--- src/rtl/button_debounce_multi_pkg.sv ---
// Shared definitions for the multi-channel button debouncer: FSM state encoding.
package button_debounce_multi_pkg;

  localparam int STATE_W = 2;

  typedef enum logic [STATE_W-1:0] {
    IDLE   = 2'b00,
    CHANGE = 2'b01
  } state_t;

endpackage

--- src/rtl/button_debounce_multi_channel.sv ---
// One debounce channel: synchroniser, debounce FSM with counter, press/release pulses
// and optional long-press detection.
module debounce_channel
  import button_debounce_multi_pkg::*;
#(
  parameter int SYNC_STAGES      = 2,
  parameter int COUNTER_LEN      = 19,
  parameter int DEBOUNCE_VALUE   = 5000,
  parameter int FAST_RELEASE     = 0,
  parameter int LONG_LEN         = 24,
  parameter int LONG_PRESS_VALUE = 0
) (
  input  logic clk,
  input  logic reset_n,
  input  logic btn,
  input  logic en,
  output logic debounce,
  output logic press,
  output logic release_pulse,
  output logic long_press,
  output logic press_next
);

  localparam logic [COUNTER_LEN-1:0] CNT_LAST = COUNTER_LEN'(DEBOUNCE_VALUE - 1);
  localparam bit FAST = (FAST_RELEASE != 0);

  logic [SYNC_STAGES-1:0] sync_p0;
  logic                   s;
  state_t                 state, state_nxt;
  logic [COUNTER_LEN-1:0] cnt, cnt_nxt;
  logic                   debounce_nxt;
  logic                   release_nxt;

  // synchroniser stage: keeps running even while the channel is disabled
  always_ff @(posedge clk or negedge reset_n) begin
    if (!reset_n) begin
      sync_p0 <= '0;
    end else begin
      sync_p0 <= {sync_p0[SYNC_STAGES-2:0], btn};
    end
  end

  assign s = sync_p0[SYNC_STAGES-1];

  // debounce stage: state register
  always_ff @(posedge clk or negedge reset_n) begin
    if (!reset_n) begin
      state         <= IDLE;
      cnt           <= '0;
      debounce      <= 1'b0;
      press         <= 1'b0;
      release_pulse <= 1'b0;
    end else begin
      state         <= state_nxt;
      cnt           <= cnt_nxt;
      debounce      <= debounce_nxt;
      press         <= press_next;
      release_pulse <= release_nxt;
    end
  end

  always_comb begin
    state_nxt = state;
    cnt_nxt   = cnt;
    if (!en) begin
      state_nxt = IDLE;
      cnt_nxt   = '0;
    end else begin
      case (state)
        IDLE: begin
          if (s != debounce && !(FAST && !s)) begin
            state_nxt = CHANGE;
            cnt_nxt   = '0;
          end
        end
        CHANGE: begin
          if (s == debounce) begin
            state_nxt = IDLE;
          end else if (cnt == CNT_LAST) begin
            state_nxt = IDLE;
            cnt_nxt   = '0;
          end else begin
            cnt_nxt = cnt + COUNTER_LEN'(1);
          end
        end
        default: begin
          state_nxt = IDLE;
          cnt_nxt   = '0;
        end
      endcase
    end
  end

  // A disabled channel drops its level silently: no release pulse is produced.
  always_comb begin
    debounce_nxt = debounce;
    press_next   = 1'b0;
    release_nxt  = 1'b0;
    if (!en) begin
      debounce_nxt = 1'b0;
    end else if (state == IDLE && FAST && !s && debounce) begin
      debounce_nxt = 1'b0;
      release_nxt  = 1'b1;
    end else if (state == CHANGE && s != debounce && cnt == CNT_LAST) begin
      debounce_nxt = s;
      press_next   = s;
      release_nxt  = !s;
    end
  end

  // long-press stage: hold counter saturates so the pulse fires once per press
  if (LONG_PRESS_VALUE > 0) begin : g_long
    localparam logic [LONG_LEN-1:0] HOLD_MAX = LONG_LEN'(LONG_PRESS_VALUE);

    logic [LONG_LEN-1:0] hold_cnt;

    function automatic logic [LONG_LEN-1:0] sat_inc(input logic [LONG_LEN-1:0] v);
      return (v == HOLD_MAX) ? v : v + LONG_LEN'(1);
    endfunction

    always_ff @(posedge clk or negedge reset_n) begin
      if (!reset_n) begin
        hold_cnt   <= '0;
        long_press <= 1'b0;
      end else if (!en || !debounce) begin
        hold_cnt   <= '0;
        long_press <= 1'b0;
      end else begin
        hold_cnt   <= sat_inc(hold_cnt);
        long_press <= (hold_cnt == HOLD_MAX - LONG_LEN'(1));
      end
    end
  end else begin : g_no_long
    assign long_press = 1'b0;
  end

endmodule

--- src/rtl/button_debounce_multi.sv ---
// N-channel button debouncer: one debounce_channel per input plus a registered any_press.
// The release pulse port is release_pulse because "release" is a reserved word.
module button_debounce_multi
  import button_debounce_multi_pkg::*;
#(
  parameter int CHANNELS         = 4,
  parameter int SYNC_STAGES      = 2,
  parameter int COUNTER_LEN      = 19,
  parameter int DEBOUNCE_VALUE   = 5000,
  parameter int FAST_RELEASE     = 0,
  parameter int LONG_LEN         = 24,
  parameter int LONG_PRESS_VALUE = 0
) (
  input  logic                clk,
  input  logic                reset_n,
  input  logic [CHANNELS-1:0] btn,
  input  logic [CHANNELS-1:0] chan_en,
  output logic [CHANNELS-1:0] debounce,
  output logic [CHANNELS-1:0] press,
  output logic [CHANNELS-1:0] release_pulse,
  output logic [CHANNELS-1:0] long_press,
  output logic                any_press
);

  if (CHANNELS < 1) begin : g_bad_channels
    $error("CHANNELS must be >= 1");
  end
  if (SYNC_STAGES < 2) begin : g_bad_sync
    $error("SYNC_STAGES must be >= 2");
  end
  if (DEBOUNCE_VALUE < 1 || longint'(DEBOUNCE_VALUE) >= (longint'(1) << COUNTER_LEN)) begin : g_bad_deb
    $error("DEBOUNCE_VALUE must be in 1..2^COUNTER_LEN-1");
  end
  if (LONG_PRESS_VALUE < 0 || longint'(LONG_PRESS_VALUE) >= (longint'(1) << LONG_LEN)) begin : g_bad_long
    $error("LONG_PRESS_VALUE must be in 0..2^LONG_LEN-1");
  end

  logic [CHANNELS-1:0] press_next;

  for (genvar i = 0; i < CHANNELS; i++) begin : g_chan
    debounce_channel #(
      .SYNC_STAGES     (SYNC_STAGES),
      .COUNTER_LEN     (COUNTER_LEN),
      .DEBOUNCE_VALUE  (DEBOUNCE_VALUE),
      .FAST_RELEASE    (FAST_RELEASE),
      .LONG_LEN        (LONG_LEN),
      .LONG_PRESS_VALUE(LONG_PRESS_VALUE)
    ) u_chan (
      .clk          (clk),
      .reset_n      (reset_n),
      .btn          (btn[i]),
      .en           (chan_en[i]),
      .debounce     (debounce[i]),
      .press        (press[i]),
      .release_pulse(release_pulse[i]),
      .long_press   (long_press[i]),
      .press_next   (press_next[i])
    );
  end

  // summary stage: built from next-cycle press so it lines up with press
  always_ff @(posedge clk or negedge reset_n) begin
    if (!reset_n) begin
      any_press <= 1'b0;
    end else begin
      any_press <= |press_next;
    end
  end

endmodule

--- config.mk ---
export PLATFORM = sky130hd
export DESIGN_NAME = button_debounce_multi
export DESIGN_NICKNAME = d
export VERILOG_FILES = /design/src/rtl/button_debounce_multi_pkg.sv /design/src/rtl/button_debounce_multi_channel.sv /design/src/rtl/button_debounce_multi.sv
export SDC_FILE = /design/constraint.sdc
export NUM_CORES = 1
export LEC_CHECK = 0
export BUFFER_PORTS_ARGS = -buffer_cell sky130_fd_sc_hd__buf_4
export CORE_MARGIN = 4
export CORE_UTILIZATION = 25
export DETAILED_ROUTE_END_ITERATION = 12
export GPL_ROUTABILITY_DRIVEN = 1
export SETUP_SLACK_MARGIN = 0.2
export SYNTH_ARGS = -nofsm -noshare
export SYNTH_HDL_FRONTEND = slang
export SYNTH_SLANG_ARGS = --single-unit
--- constraint.sdc ---
create_clock -name clk -period 3.34 [get_ports clk]
set_clock_uncertainty 0.15 [all_clocks]
set_input_delay 0.501 -clock clk [delete_from_list [all_inputs] [get_ports clk]]
set_output_delay 0.501 -clock clk [all_outputs]
set_load 0.05 [all_outputs]
Word-level counts from Yosys, hierarchy flattened
Cells that the tools add are included.
- flip-flop bits (word level): 105
- input bits: 10
- logic and storage cells: 150
- add/subtract/negate cells: 4
- equality and inequality tests: 32
- multiplexer cells: 64
- reductions and logical operators: 25
- operators by type and width (kind ; count):
    $mux 19 ; 16
    $pmux 19 s2 ; 4
    $add 19x1->19 const B ; 4
    $eq 19x13->1 const B ; 4
    $mux 2 ; 16
    $mux 1 ; 24
    $ne 3x3->1 const B ; 8
    $ne 4x2->1 const B ; 4
    $pmux 2 s2 ; 4
    $reduce_and 2->1 ; 8
    $eq 2x1->1 const B ; 4
    $logic_and 1x1->1 ; 8
    $logic_not 2->1 ; 4
    $ne 2x1->1 const B ; 4
    $eq 1x1->1 ; 4
    $logic_not 1->1 ; 4
    $ne 1x1->1 ; 4
    $reduce_or 4->1 ; 1

Depth between registers and ports, before layout
Gate-level depths: netlist of the first run.
- depth in word-level cells: 6
- gate-level depth with buffers: 8
- mapped depth without buffers: 6

Modules after synthesis
Synthesis of the first run repeated with hierarchy kept, for this count alone.
- cell total of the unflattened synthesis: 606
- area, all modules: 5635.4 um^2
- modules (own cells, without submodules) (module ; times used ; cells each ; area each (um^2) ; sequential area each (um^2)):
    debounce_channel (g_chan[0].u_chan ...) ; 3 ; 152 ; 1418.9 ; 625.6
    debounce_channel (g_chan[3].u_chan) ; 1 ; 148 ; 1346.3 ; 625.6
    button_debounce_multi ; 1 ; 2 ; 32.5 ; 25.0

Worst setup path before layout of the first run
No wires, ideal clock.
- path kind: register -> register
- start: register g_chan[3].u_chan.cnt[10]
- end: register g_chan[3].u_chan.cnt[17]
- setup time: 0.126 ns
- arrival: 1.830 ns
- data required time: 3.064 ns
- slack: 1.234 ns
- stages on the path, launching flop included: 7
- buffers on the path: 1
- period minus slack after synthesis: 2.106 ns
- cells stage by stage: dfrtp_1 > or4b_1 > nor3b_2 > a21oi_2 > and2_1 > buf_2 > a221o_1
- longest elaborated chain between the ends: 5
- ends and longest elaborated chain (element ; RTL line ; RTL):
    start, declared ; button_debounce_multi_channel.sv:30 ; logic [COUNTER_LEN-1:0] cnt, cnt_nxt;
    start signal, assigned ; button_debounce_multi_channel.sv:55 ; cnt <= cnt_nxt;
    $add 19x1->19 or $eq 19x13->1 (tied branches) ; button_debounce_multi_channel.sv:83, button_debounce_multi_channel.sv:79 ;
    $mux 19 * ; button_debounce_multi_channel.sv:79 ; end else if (cnt == CNT_LAST) begin
    $mux 19 * ; button_debounce_multi_channel.sv:77 ; if (s == debounce) begin
    $pmux 19 s2 * ; button_debounce_multi_channel.sv:69 ; case (state)
    $mux 19 * ; button_debounce_multi_channel.sv:65 ; if (!en) begin
Mark *: on every way between the ends. The rest lies on a longest branch, timed or not. The select of a mux whose other input is x is not followed.
A chain may end at the register's enable or synchronous reset.

Worst setup path in the final report of the first run
- start: register g_chan[2].u_chan.cnt[7]
- end: register g_chan[2].u_chan.cnt[13]
- longest elaborated chain between the ends: 5
- ends and longest elaborated chain (element ; RTL line):
    start, declared ; button_debounce_multi_channel.sv:30
    start signal, assigned ; button_debounce_multi_channel.sv:55
    $add 19x1->19 or $eq 19x13->1 (tied branches) ; button_debounce_multi_channel.sv:83, button_debounce_multi_channel.sv:79
    $mux 19 * ; button_debounce_multi_channel.sv:79
    $mux 19 * ; button_debounce_multi_channel.sv:77
    $pmux 19 s2 * ; button_debounce_multi_channel.sv:69
    $mux 19 * ; button_debounce_multi_channel.sv:65
Marks and branches as above.

==> run summary, run 1 <==
OUTCOME
---------------------------------------------------------------------------------
Outcome                                                              finished, violations left
Failing checks                                                       negative hold slack

FLOORPLANNING
---------------------------------------------------------------------------------
Die outline area                                                      23800 sq um
I/O pin cnt                                                                    27
Die H                                                                 154 microns
Num rows                                                                       53
Initial Util                                                                25.5%
Horizontal extent of the die                                          154 microns
Total core area                                                       21000 sq um

STA
---------------------------------------------------------------------------------
Slew Viols, Final                                                               0
Unrepaired setup endpoints after global routing                             false
Final Critical Period                                                     2.40 ns
Setup Viol. Count Final                                                         0
Fraction of the cycle the final worst path needs                            72.0%
Tightest slew margin relative to the limit                                  31.7%
Final worst hold slack                                               -0.000533 ns
Number of failing hold endpoints at the final stage                             5
Sum of negative setup slack                                                  0 ns
Maximum frequency from static timing analysis                             416 MHz
Worst Tran Pin Value                                                      1.03 ns

SETUP PATH
---------------------------------------------------------------------------------
Crit path launch type                                                        flop
CP Capture Type                                                              flop
Largest fanout of any net on the critical path                                 11
Critical path arrival                                                     2.50 ns
Required @ worst endpoint                                                 3.43 ns
Type of the setup path with the least slack                               reg2reg

LOGIC SYNTHESIS
---------------------------------------------------------------------------------
Synthesized-area fraction occupied by xor and xnor cells                    4.90%
Fraction of registers with async set or reset after synthesis                100%
Adder-cell share of the synthesized area                                   0.934%
Number of storage elements in the synthesis netlist                           101
Number of enable-type register cells in the synthesized netlist                 0
Cell variety after synth                                                       55
Compound-cell area share of the yosys netlist                               12.1%
Main combinational cell family by area after synthesis               simple AND/OR/NAND/NOR gates
Count of synthesis-stage warnings from yosys                                    0
Leading post-synthesis cells by cell area                            sky130_fd_sc_hd__dfrtp_1, sky130_fd_sc_hd__nand2_1, sky130_fd_sc_hd__nor2_1
Mux cell area share after synthesis                                         2.83%
Area share of the leading cell type in the synthesized netlist              47.2%
Number of standard cells after synthesis                                      573
Per-instance average area after synthesis                              9.35 sq um
Cell type with the highest aggregate area in the netlist             sky130_fd_sc_hd__dfrtp_1
Post-synthesis instance area                                           5360 sq um
Simple-gate share of the synthesized area                                   27.0%
Post-synthesis sequential area ratio                                        47.2%
Top_reg_cell synth                                                   sky130_fd_sc_hd__dfrtp_1

FINAL LAYOUT
---------------------------------------------------------------------------------
Post-Layout Inst Area                                                  5980 sq um
Fraction of layout instances using a drive strength above 1                 8.45%
Total number of nets in the final design                                      589
Area Overhead vs Synth                                                      11.7%
Final Core Density                                                          28.5%
Diodes inserted                                                                 0

POWER
---------------------------------------------------------------------------------
Part of the total power dissipated in combinational logic                    5.1%
Clock network fraction of total power                                       42.4%
Part of the total power dissipated in sequential elements                   52.5%
Static leakage                                                            2.56 nW
Switching power                                                          0.585 mW
Total power draw                                                          2.37 mW
Peak supply drop                                                       0.000241 V
Proportion of total power due to net switching                              24.7%
Int Pwr                                                                   1.78 mW
Total power divided by cell area                                      396 nW/um^2

PLACE
---------------------------------------------------------------------------------
Post-DP HPWL                                                         7990 microns
IO buf count                                                                   22
Global placement routability congestion                                     0.874
Post-placement cell area                                               5710 sq um

CLOCK TREE
---------------------------------------------------------------------------------
Number of levels in the clock H-tree                                            3
Total clock buffers created by CTS                                              9
Gates resized, CTS repair                                                       0
Post CTS Setup Buffer Count                                                     0
Buffers from clock root to sink, at most                                        2
Cts hold-fix bufs                                                               0
Number of clock sinks                                                         101
Clock Root Buffer                                                    sky130_fd_sc_hd__clkbuf_16
Clock slew at reported path FFs                                           0.08 ns
Clock latency of the later-clocked register in the worst-skew pair        0.36 ns
Clock tree from TritonCTS                                                     yes

MIN PATH
---------------------------------------------------------------------------------
Min-delay worst type                                                     in2async

GLOBAL ROUTE
---------------------------------------------------------------------------------
Largest net degree at the start of global routing                              57
Via count of the first global-routing pass                                   3839
Final global-route overflow total                                               0
GRT Overall Usage                                                           9.77%
Initial antenna violation count                                                 0
Wire length of the first global-routing pass                         19400 microns

JOB
---------------------------------------------------------------------------------
Count of maximum capacitance violations                                         0

DRT
---------------------------------------------------------------------------------
Detailed-route wire length per cell                                  13.4 microns
DRC                                                                             0
First-pass DRT Iterations                                                       4
DRT Wirelength                                                       11500 microns
Detailed router's first-iteration violation count                             260
Total vias in the final route                                                4163
Count of nets left with antenna violations after detail routing                 0
Vias per cell                                                                4.87

[worst paths after layout]
check | cells past startpoint | slack, ns | start | endpoint
max | 5 | 0.94 | g_chan[2].u_chan.cnt[7] | g_chan[2].u_chan.cnt[13]
min | 1 | -0.0005 | reset_n | g_chan[0].u_chan.cnt[11]
max reg2reg | 5 | 0.94 | g_chan[2].u_chan.cnt[7] | g_chan[2].u_chan.cnt[13]
min reg2reg | 0 | 0.20 | g_chan[3].u_chan.sync_p0[0] | g_chan[3].u_chan.sync_p0[1]
max in group asynchronous | 2 | 2.32 | reset_n | g_chan[3].u_chan.release_pulse
min in group clk | 1 | 0.10 | btn[1] | g_chan[1].u_chan.sync_p0[0]
[final cells by class]
class	count	area, sq um
repair buffers	25	200
clock inverters	5	42.5
inverters	16	60.1
clock buffers	11	233
multi-input cells	422	2580
well taps	275	344
flip-flops and latches	101	2530
fillers	2207	15000
[cell usage after synthesis (6+ instances only)]
library cell and instances:
sky130_fd_sc_hd__nor3_1 14, sky130_fd_sc_hd__xor2_1 23, sky130_fd_sc_hd__and4_1 6, sky130_fd_sc_hd__clkbuf_1 16, sky130_fd_sc_hd__nor4_1 13, sky130_fd_sc_hd__a221o_1 6, sky130_fd_sc_hd__nand4_1 20, sky130_fd_sc_hd__and3_1 12
sky130_fd_sc_hd__nand3_1 44, sky130_fd_sc_hd__nor2_1 60, sky130_fd_sc_hd__a21o_1 9, sky130_fd_sc_hd__nand2_1 60, sky130_fd_sc_hd__buf_4 16, sky130_fd_sc_hd__inv_1 16, sky130_fd_sc_hd__a22o_1 10, sky130_fd_sc_hd__mux2i_1 14
sky130_fd_sc_hd__or4_1 10, sky130_fd_sc_hd__dfrtp_1 101, sky130_fd_sc_hd__xnor2_1 7, sky130_fd_sc_hd__o21ai_0 26, sky130_fd_sc_hd__a21oi_1 20
[layer usage]
layer	vias up	part of all wire (%)	global-route usage, %
met3	7	4.7	3.22
met5	-	0	0
met2	56	44	14.2
met4	0	0.73	2.35
met1	2043	51	14.0
li1	2057	-	-
[power by group through the flow]
stage          combinational [mW]  sequential, mW  clock, mW
5_1_grt                     0.139            1.24       1.09
3_3_place_gp                0.123            1.27          0
4_1_cts                     0.124            1.24       1.04
2_1_floorplan              0.0739            1.26          0
6_report                    0.121            1.24       1.00
3_5_place_dp                0.124            1.27          0
[metrics by stage]
step / cells / setup slack, ns
6_report: 855 / 0.937
5_1_grt: 855 / 0.731
4_1_cts: 855 / 0.923
3_5_place_dp: 839 / 0.937
3_3_place_gp: 839 / 0.943
2_1_floorplan: 576 / 1.23
[flip-flops by register name, summed over array words and instances, names as in the netlist]
register,flops
g_chan.u_chan.press,4
g_chan.u_chan.debounce,4
any_press,1
g_chan.u_chan.release_pulse,4
g_chan.u_chan.cnt,76
g_chan.u_chan.state,4
g_chan.u_chan.sync_p0,8
[layout by cell type (no fill, tap or decap), types with 3 or more instances in the layout]
master and count:
sky130_fd_sc_hd__a211oi_1 3, sky130_fd_sc_hd__a21boi_0 3, sky130_fd_sc_hd__a21o_1 9, sky130_fd_sc_hd__a21oi_1 20, sky130_fd_sc_hd__a221o_1 6, sky130_fd_sc_hd__a22o_1 10
sky130_fd_sc_hd__and2_1 5, sky130_fd_sc_hd__and3_1 12, sky130_fd_sc_hd__and3b_1 4, sky130_fd_sc_hd__and4_1 6, sky130_fd_sc_hd__buf_4 24, sky130_fd_sc_hd__clkbuf_16 9
sky130_fd_sc_hd__conb_1 4, sky130_fd_sc_hd__dfrtp_1 101, sky130_fd_sc_hd__ha_1 4, sky130_fd_sc_hd__inv_1 16, sky130_fd_sc_hd__mux2i_1 14, sky130_fd_sc_hd__nand2_1 60
sky130_fd_sc_hd__nand3_1 44, sky130_fd_sc_hd__nand4_1 20, sky130_fd_sc_hd__nor2_1 60, sky130_fd_sc_hd__nor2b_1 5, sky130_fd_sc_hd__nor3_1 14, sky130_fd_sc_hd__nor4_1 13
sky130_fd_sc_hd__nor4b_1 5, sky130_fd_sc_hd__nor4bb_1 3, sky130_fd_sc_hd__o21ai_0 26, sky130_fd_sc_hd__or4_1 10, sky130_fd_sc_hd__xnor2_1 7, sky130_fd_sc_hd__xor2_1 23
[cell families (layout without fill, tap and decap cells)]
family	Yosys count	after routing
AND/OR/NAND/NOR	275	275
buffers and inverters	53	57
adder cells (fa/ha/maj)	4	4
multiplexers	15	15
XOR/XNOR	30	30
AO/OA/AOI/OAI	94	94
flip-flops	101	101
other	1	4
[worst max-delay path: stages (launching register included)]
cell and delay, ns:
sky130_fd_sc_hd__dfrtp_1 0.44, sky130_fd_sc_hd__and3_1 0.24, sky130_fd_sc_hd__and4_1 0.23, sky130_fd_sc_hd__a21oi_1 0.67, sky130_fd_sc_hd__nand2_1 0.22, sky130_fd_sc_hd__o41ai_1 0.34
Note: power is estimated with default switching activity, not from simulation.
==> run 2, diff against run 1 <==
Clock period 3.34 ns to 2.2 ns, I/O delays scaled along.
==> run 2 against run 1 <==
  * The run now ends clean
  * Power increased by 60%
  * Worst setup slack got worse by 0.91 ns
  * Combinational power increased by 150%
  * Sequential cell count unchanged
  * Maximum frequency increased by 11%
  * Sequential share of layout area decreased by 7.6 points
  * Die area unchanged
  * Largest cell class unchanged
  * Highest routed layer unchanged
==> run summary, run 2 (same netlist as run 1, synthesis figures left out) <==
OUTCOME
-------------------------------------------------------------------------------------
Outcome                                                                  finished, final reports clean

GLOBAL ROUTE
-------------------------------------------------------------------------------------
Initial antenna violation count                                                     0
Via count of the first global-routing pass                                       4386
Wire length of the first global-routing pass                             22300 microns
Largest net degree at the start of global routing                                  44
Final global-route overflow total                                                   0
GRT Overall Usage                                                               11.3%

DRT
-------------------------------------------------------------------------------------
Vias per cell                                                                    4.88
Detailed-route wire length per cell                                      14.1 microns
Count of nets left with antenna violations after detail routing                     0
DRT Wirelength                                                           13400 microns
First-pass DRT Iterations                                                           5
DRC                                                                                 0
Detailed router's first-iteration violation count                                 313
Total vias in the final route                                                    4615

FINAL LAYOUT
-------------------------------------------------------------------------------------
Biggest registers after layout                                           g_chan.u_chan.cnt x76, g_chan.u_chan.sync_p0 x8
Area Overhead vs Synth                                                          36.4%
Most frequent cells in the layout                                        sky130_fd_sc_hd__dfrtp_1, sky130_fd_sc_hd__buf_4, sky130_fd_sc_hd__nand2_1
Most frequent standard cell in the layout excluding fill and tap cells   sky130_fd_sc_hd__dfrtp_1
Max reg flops                                                                      76
Register name with the most flops                                        g_chan.u_chan.cnt
Final Core Density                                                              34.8%
Total number of nets in the final design                                          679
Diodes inserted                                                                     0
Fraction of layout instances using a drive strength above 1                     31.8%
Filler Cells Inserted                                                            2088

CLOCK TREE
-------------------------------------------------------------------------------------
Buffers from clock root to sink, at most                                            2
Total clock buffers created by CTS                                                  9
Clock latency of the later-clocked register in the worst-skew pair            0.35 ns
Clock slew at reported path FFs                                               0.07 ns
Number of clock sinks                                                             101
Clock Root Buffer                                                        sky130_fd_sc_hd__clkbuf_16
Clock tree from TritonCTS                                                         yes
Number of levels in the clock H-tree                                                3

PLACE
-------------------------------------------------------------------------------------
Post-DP HPWL                                                             8990 microns
IO buf count                                                                       22
Worst setup slack after placement                                           0.0523 ns
Global placement routability congestion                                         0.828

SETUP PATH
-------------------------------------------------------------------------------------
Launching point of the worst reg2reg path                                g_chan[3].u_chan.cnt[16]
Crit path launch type                                                            flop
Required @ worst endpoint                                                     2.29 ns
Largest fanout of any net on the critical path                                      6
Endpoint of the worst register-to-register path                          g_chan[3].u_chan.cnt[6]
Setup slack of the most critical reg-to-reg path                              0.03 ns
Type of the setup path with the least slack                                   reg2reg
Critical path arrival                                                         2.26 ns
CP Capture Type                                                                  flop
Worst Reg2Reg Path Length in Cells                                                  6

FLOORPLANNING
-------------------------------------------------------------------------------------
Die outline area                                                          23800 sq um
I/O pin cnt                                                                        27
Horizontal extent of the die                                              154 microns
Initial Util                                                                    25.5%
Total core area                                                           21000 sq um
Die H                                                                     154 microns
Num rows                                                                           53

STA
-------------------------------------------------------------------------------------
Number of failing hold endpoints at the final stage                                 0
Slew Viols, Final                                                                   0
Worst Tran Pin Value                                                         0.621 ns
Setup Viol. Count Final                                                             0
Final setup margin                                                          0.0273 ns
Tightest slew margin relative to the limit                                      58.6%
Maximum frequency from static timing analysis                                 460 MHz
Fraction of the cycle the final worst path needs                                98.8%
Unrepaired setup endpoints after global routing                                  true
Final Critical Period                                                         2.17 ns

JOB
-------------------------------------------------------------------------------------
Count of maximum capacitance violations                                             0

MIN PATH
-------------------------------------------------------------------------------------
Min-delay worst type                                                           in2reg
Startpoint of the tightest hold check path                                 chan_en[3]
Worst hold path stage count                                                         2
Hold Crit Endpoint                                                       g_chan[3].u_chan.debounce

POWER
-------------------------------------------------------------------------------------
Total power divided by cell area                                          519 nW/um^2
Static leakage                                                                3.09 nW
Total power draw                                                              3.79 mW
Peak supply drop                                                           0.000377 V

-- run 2: cell count changes in the layout (fill, tap and decap cells not counted), moves of 6 or more --
| cell | change |
|---|---|
| sky130_fd_sc_hd__or4_4 | +6 |
| sky130_fd_sc_hd__o21ai_2 | +6 |
| sky130_fd_sc_hd__a21oi_2 | +7 |
| sky130_fd_sc_hd__or4_1 | -6 |
| sky130_fd_sc_hd__a21oi_1 | -8 |
| sky130_fd_sc_hd__o21ai_0 | -10 |
| sky130_fd_sc_hd__buf_4 | +62 |
| sky130_fd_sc_hd__nor2_4 | +20 |
| sky130_fd_sc_hd__buf_6 | +20 |
| sky130_fd_sc_hd__nor2_1 | -21 |
-- run 2: area by class of cell --
type                       instances  area (sq um)  area share (%)
multi-input combinational        422          3070            42.0
inverter                          16          62.6           0.856
sequential                       101          2530            34.6
clock buffer                      11           233            3.19
clock inverter                     5          60.1           0.822
tap                              275           344            4.71
timing repair buffer             115          1010            13.8
-- run 2: worst max-delay path by stage --
| stage | start | slack (ns) | to |
|---|---|---|---|
| 2_1_floorplan | g_chan[3].u_chan.cnt[15] | 0.13 | g_chan[3].u_chan.cnt[17] |
| 3_3_place_gp | g_chan[2].u_chan.cnt[0] | 0.11 | g_chan[2].u_chan.cnt[7] |
| 3_5_place_dp | g_chan[3].u_chan.cnt[15] | 0.05 | g_chan[3].u_chan.cnt[5] |
| 4_1_cts | g_chan[3].u_chan.cnt[10] | 0.09 | g_chan[3].u_chan.cnt[6] |
| 5_1_grt | g_chan[0].u_chan.cnt[13] | -0.003 | g_chan[0].u_chan.cnt[9] |
| 6_report | g_chan[3].u_chan.cnt[16] | 0.03 | g_chan[3].u_chan.cnt[6] |
-- run 2: worst max-delay path, cell delays in order, from the launching register on --
cell and delay (ns):
sky130_fd_sc_hd__dfrtp_1 0.39, sky130_fd_sc_hd__or4b_4 0.55, sky130_fd_sc_hd__nor3b_4 0.28, sky130_fd_sc_hd__a21oi_4 0.13, sky130_fd_sc_hd__buf_6 0.15, sky130_fd_sc_hd__and3_4 0.15, sky130_fd_sc_hd__a221o_1 0.25
-- run 2: timing repair --
item | CTS | global route
endpoints found under the setup margin | 48 | 74
hold buffers | 5 | 0
pin swaps | 15 | 49
hold endpoints to repair | 43 | 0
setup buffers | 15 | 9
cloned | 2 | 1
resized for setup | 40 | 108
-- run 2: layer usage --
metal  share of wire (%)  wire, microns  global-route usage, %  vias up
li1                    -              -                      -     2240
met1                  47           6330                   15.5     2268
met2                  47           6260                   17.4       93
met3                 4.3            576                   2.91       14
met4                 1.5            197                   3.62        0
met5                   0              0                      0        -
-- run 2: through the flow --
stage / hold slack, ns / std cells / setup TNS, ns / cell area [sq um]
after floorplan: -0.116 / 576 / 0 / 5390
after global placement: 0.184 / 897 / 0 / 6170
after detailed placement: 0.186 / 897 / 0 / 6170
after CTS: 0.0780 / 935 / 0 / 6810
after global routing: 0.0983 / 945 / -0.00278 / 7310
final: 0.0851 / 945 / 0 / 7310
-- run 2: where the power goes --
part / switching [mW] / internal [mW]
Combinational: 0.179 / 0.122
Clock: 0.713 / 0.887
Sequential: 0.0162 / 1.87
Total: 0.908 / 2.88
==> run 3, diff against run 2 <==
Settings changed: RECOVER_POWER set to 100.
==> run 3 against run 2 <==
  * Global-route usage unchanged
  * First-iteration DRC count down 1.6%
  * Sequential cell count unchanged
  * Worst setup slack worse by 0.0011 ns
  * Clock power about the same
  * Utilization down 0.52 points
  * Sequential share of layout area up 0.53 points
  * Combinational power down 3%
  * Die area unchanged
  * Register-to-register slack about the same
  * Wire length up 0.28%
  * Clock-buffer cell count unchanged
==> run summary, run 3 (same netlist as run 1, synthesis figures left out) <==
SETUP PATH
-------------------------------------------------------------------------------------
Launching point of the worst reg2reg path                                g_chan[3].u_chan.cnt[16]
Type of the setup path with the least slack                                   reg2reg
Critical path arrival                                                         2.26 ns
Required @ worst endpoint                                                     2.29 ns
Largest fanout of any net on the critical path                                      6
Setup slack of the most critical reg-to-reg path                              0.03 ns
CP Capture Type                                                                  flop
Critical Path Source                                                     g_chan[3].u_chan.cnt[16]
Crit path launch type                                                            flop

MIN PATH
-------------------------------------------------------------------------------------
Startpoint of the tightest hold check path                                 chan_en[3]
Min-delay worst type                                                           in2reg

CLOCK TREE
-------------------------------------------------------------------------------------
Number of levels in the clock H-tree                                                3
Clock Root Buffer                                                        sky130_fd_sc_hd__clkbuf_16
Clock tree from TritonCTS                                                         yes
Clock latency of the later-clocked register in the worst-skew pair            0.35 ns
Buffers from clock root to sink, at most                                            2
Number of clock sinks                                                             101
Total clock buffers created by CTS                                                  9
Clock slew at reported path FFs                                               0.07 ns

FLOORPLANNING
-------------------------------------------------------------------------------------
Total core area                                                           21000 sq um
I/O pin cnt                                                                        27
Die H                                                                     154 microns
Num rows                                                                           53
Die outline area                                                          23800 sq um
Horizontal extent of the die                                              154 microns
Initial Util                                                                    25.5%

FINAL LAYOUT
-------------------------------------------------------------------------------------
Max reg flops                                                                      76
Fraction of layout instances using a drive strength above 1                     29.3%
Footprint of the multi-input gates                                         3040 sq um
Total number of nets in the final design                                          679
Post-Layout Inst Area                                                      7200 sq um
Most frequent standard cell in the layout excluding fill and tap cells   sky130_fd_sc_hd__dfrtp_1
Diodes inserted                                                                     0
Area Overhead vs Synth                                                          34.3%
Biggest registers after layout                                           g_chan.u_chan.cnt x76, g_chan.u_chan.sync_p0 x8
Filler Cells Inserted                                                            2107
Reg area                                                                   2530 sq um
Most frequent cells in the layout                                        sky130_fd_sc_hd__dfrtp_1, sky130_fd_sc_hd__buf_4, sky130_fd_sc_hd__nand2_1
Register name with the most flops                                        g_chan.u_chan.cnt

DRT
-------------------------------------------------------------------------------------
Routed length on met1                                                    6330 microns
First-pass DRT Iterations                                                           5
Met3 routed WL                                                            592 microns
Highest signal layer in the routed design                                        met4
Detailed router's first-iteration violation count                                 308
Total vias in the final route                                                    4619
Count of nets left with antenna violations after detail routing                     0
Detailed-route wire length per cell                                      14.2 microns
Metal2 WL                                                                6230 microns
DRT Wirelength                                                           13400 microns
Vias per cell                                                                    4.89
DRC                                                                                 0

PLACE
-------------------------------------------------------------------------------------
Worst setup slack after placement                                           0.0523 ns
Post-DP HPWL                                                             8990 microns
IO buf count                                                                       22
Post-placement cell area                                                   6170 sq um
Global placement routability congestion                                         0.828

GLOBAL ROUTE
-------------------------------------------------------------------------------------
Final global-route overflow total                                                   0
Wire length of the first global-routing pass                             22300 microns
Via count of the first global-routing pass                                       4386
GRT Overall Usage                                                               11.3%
Largest net degree at the start of global routing                                  44
Initial antenna violation count                                                     0

STA
-------------------------------------------------------------------------------------
Unrepaired setup endpoints after global routing                                  true
Final setup margin                                                          0.0263 ns
Setup Viol. Count Final                                                             0
Maximum frequency from static timing analysis                                 460 MHz
Fraction of the cycle the final worst path needs                                98.8%
Tightest slew margin relative to the limit                                      25.3%
Worst Tran Pin Value                                                          1.12 ns
Number of failing hold endpoints at the final stage                                 0
Slew Viols, Final                                                                   0
Final Critical Period                                                         2.17 ns

POWER
-------------------------------------------------------------------------------------
Peak supply drop                                                           0.000376 V
Total power divided by cell area                                          526 nW/um^2
Static leakage                                                                3.01 nW

JOB
-------------------------------------------------------------------------------------
Count of maximum capacitance violations                                             0

OUTCOME
-------------------------------------------------------------------------------------
Outcome                                                                  finished, final reports clean

## run 3: final timing paths
path | endpoint | depth (start not counted)
max | g_chan[3].u_chan.cnt[6] | 6
min | g_chan[3].u_chan.debounce | 2
max reg2reg | g_chan[3].u_chan.cnt[6] | 6
min reg2reg | g_chan[2].u_chan.sync_p0[1] | 0
max in group asynchronous | g_chan[3].u_chan.release_pulse | 3
min in group asynchronous | g_chan[0].u_chan.cnt[13] | 2
## run 3: critical path, stage by stage (launching register included)
cell,delay [ns]
sky130_fd_sc_hd__dfrtp_1,0.39
sky130_fd_sc_hd__or4b_4,0.55
sky130_fd_sc_hd__nor3b_4,0.28
sky130_fd_sc_hd__a21oi_4,0.13
sky130_fd_sc_hd__buf_6,0.15
sky130_fd_sc_hd__and3_4,0.15
sky130_fd_sc_hd__a221o_1,0.25
## run 3: metrics by stage
stage	hold slack (ns)	utilization (%)	TNS, ns	total power [mW]	instances
finish	0.0883	34.2	0	3.78	945
global route	0.0983	34.2	-0.0209	3.95	945
CTS	0.0780	32.4	0	3.80	935
detailed placement	0.186	29.4	0	2.15	897
global placement	0.184	29.4	0	2.14	897
floorplan	-0.116	-	0	2.03	576
## run 3: where the power goes
| group | switching [mW] | total [mW] | internal, mW |
|---|---|---|---|
| sequential | 0.0160 | 1.89 | 1.87 |
| combinational | 0.178 | 0.292 | 0.115 |
| clock | 0.714 | 1.60 | 0.887 |
## run 3: metal layers
layer	vias up	track usage, %
met4	0	3.62
met1	2262	15.5
met2	103	17.4
met3	17	2.91
li1	2237	-
met5	-	0
## run 3: area by class of cell
type | instances | share of cell area (%)
sequential | 101 | 35.2
timing repair buffer | 115 | 12.8
clock inverter | 5 | 0.835
clock buffer | 11 | 3.23
multi-input combinational | 422 | 42.3
inverter | 16 | 0.869
tap | 275 | 4.78
## run 3: timing repair
item	in CTS	in global routing
hold buffers	5	0
gates cloned	2	1
setup buffers	15	9
gates resized for setup	40	108
pin swaps	15	49
endpoints found under the hold margin	43	0
setup endpoints to repair	48	74
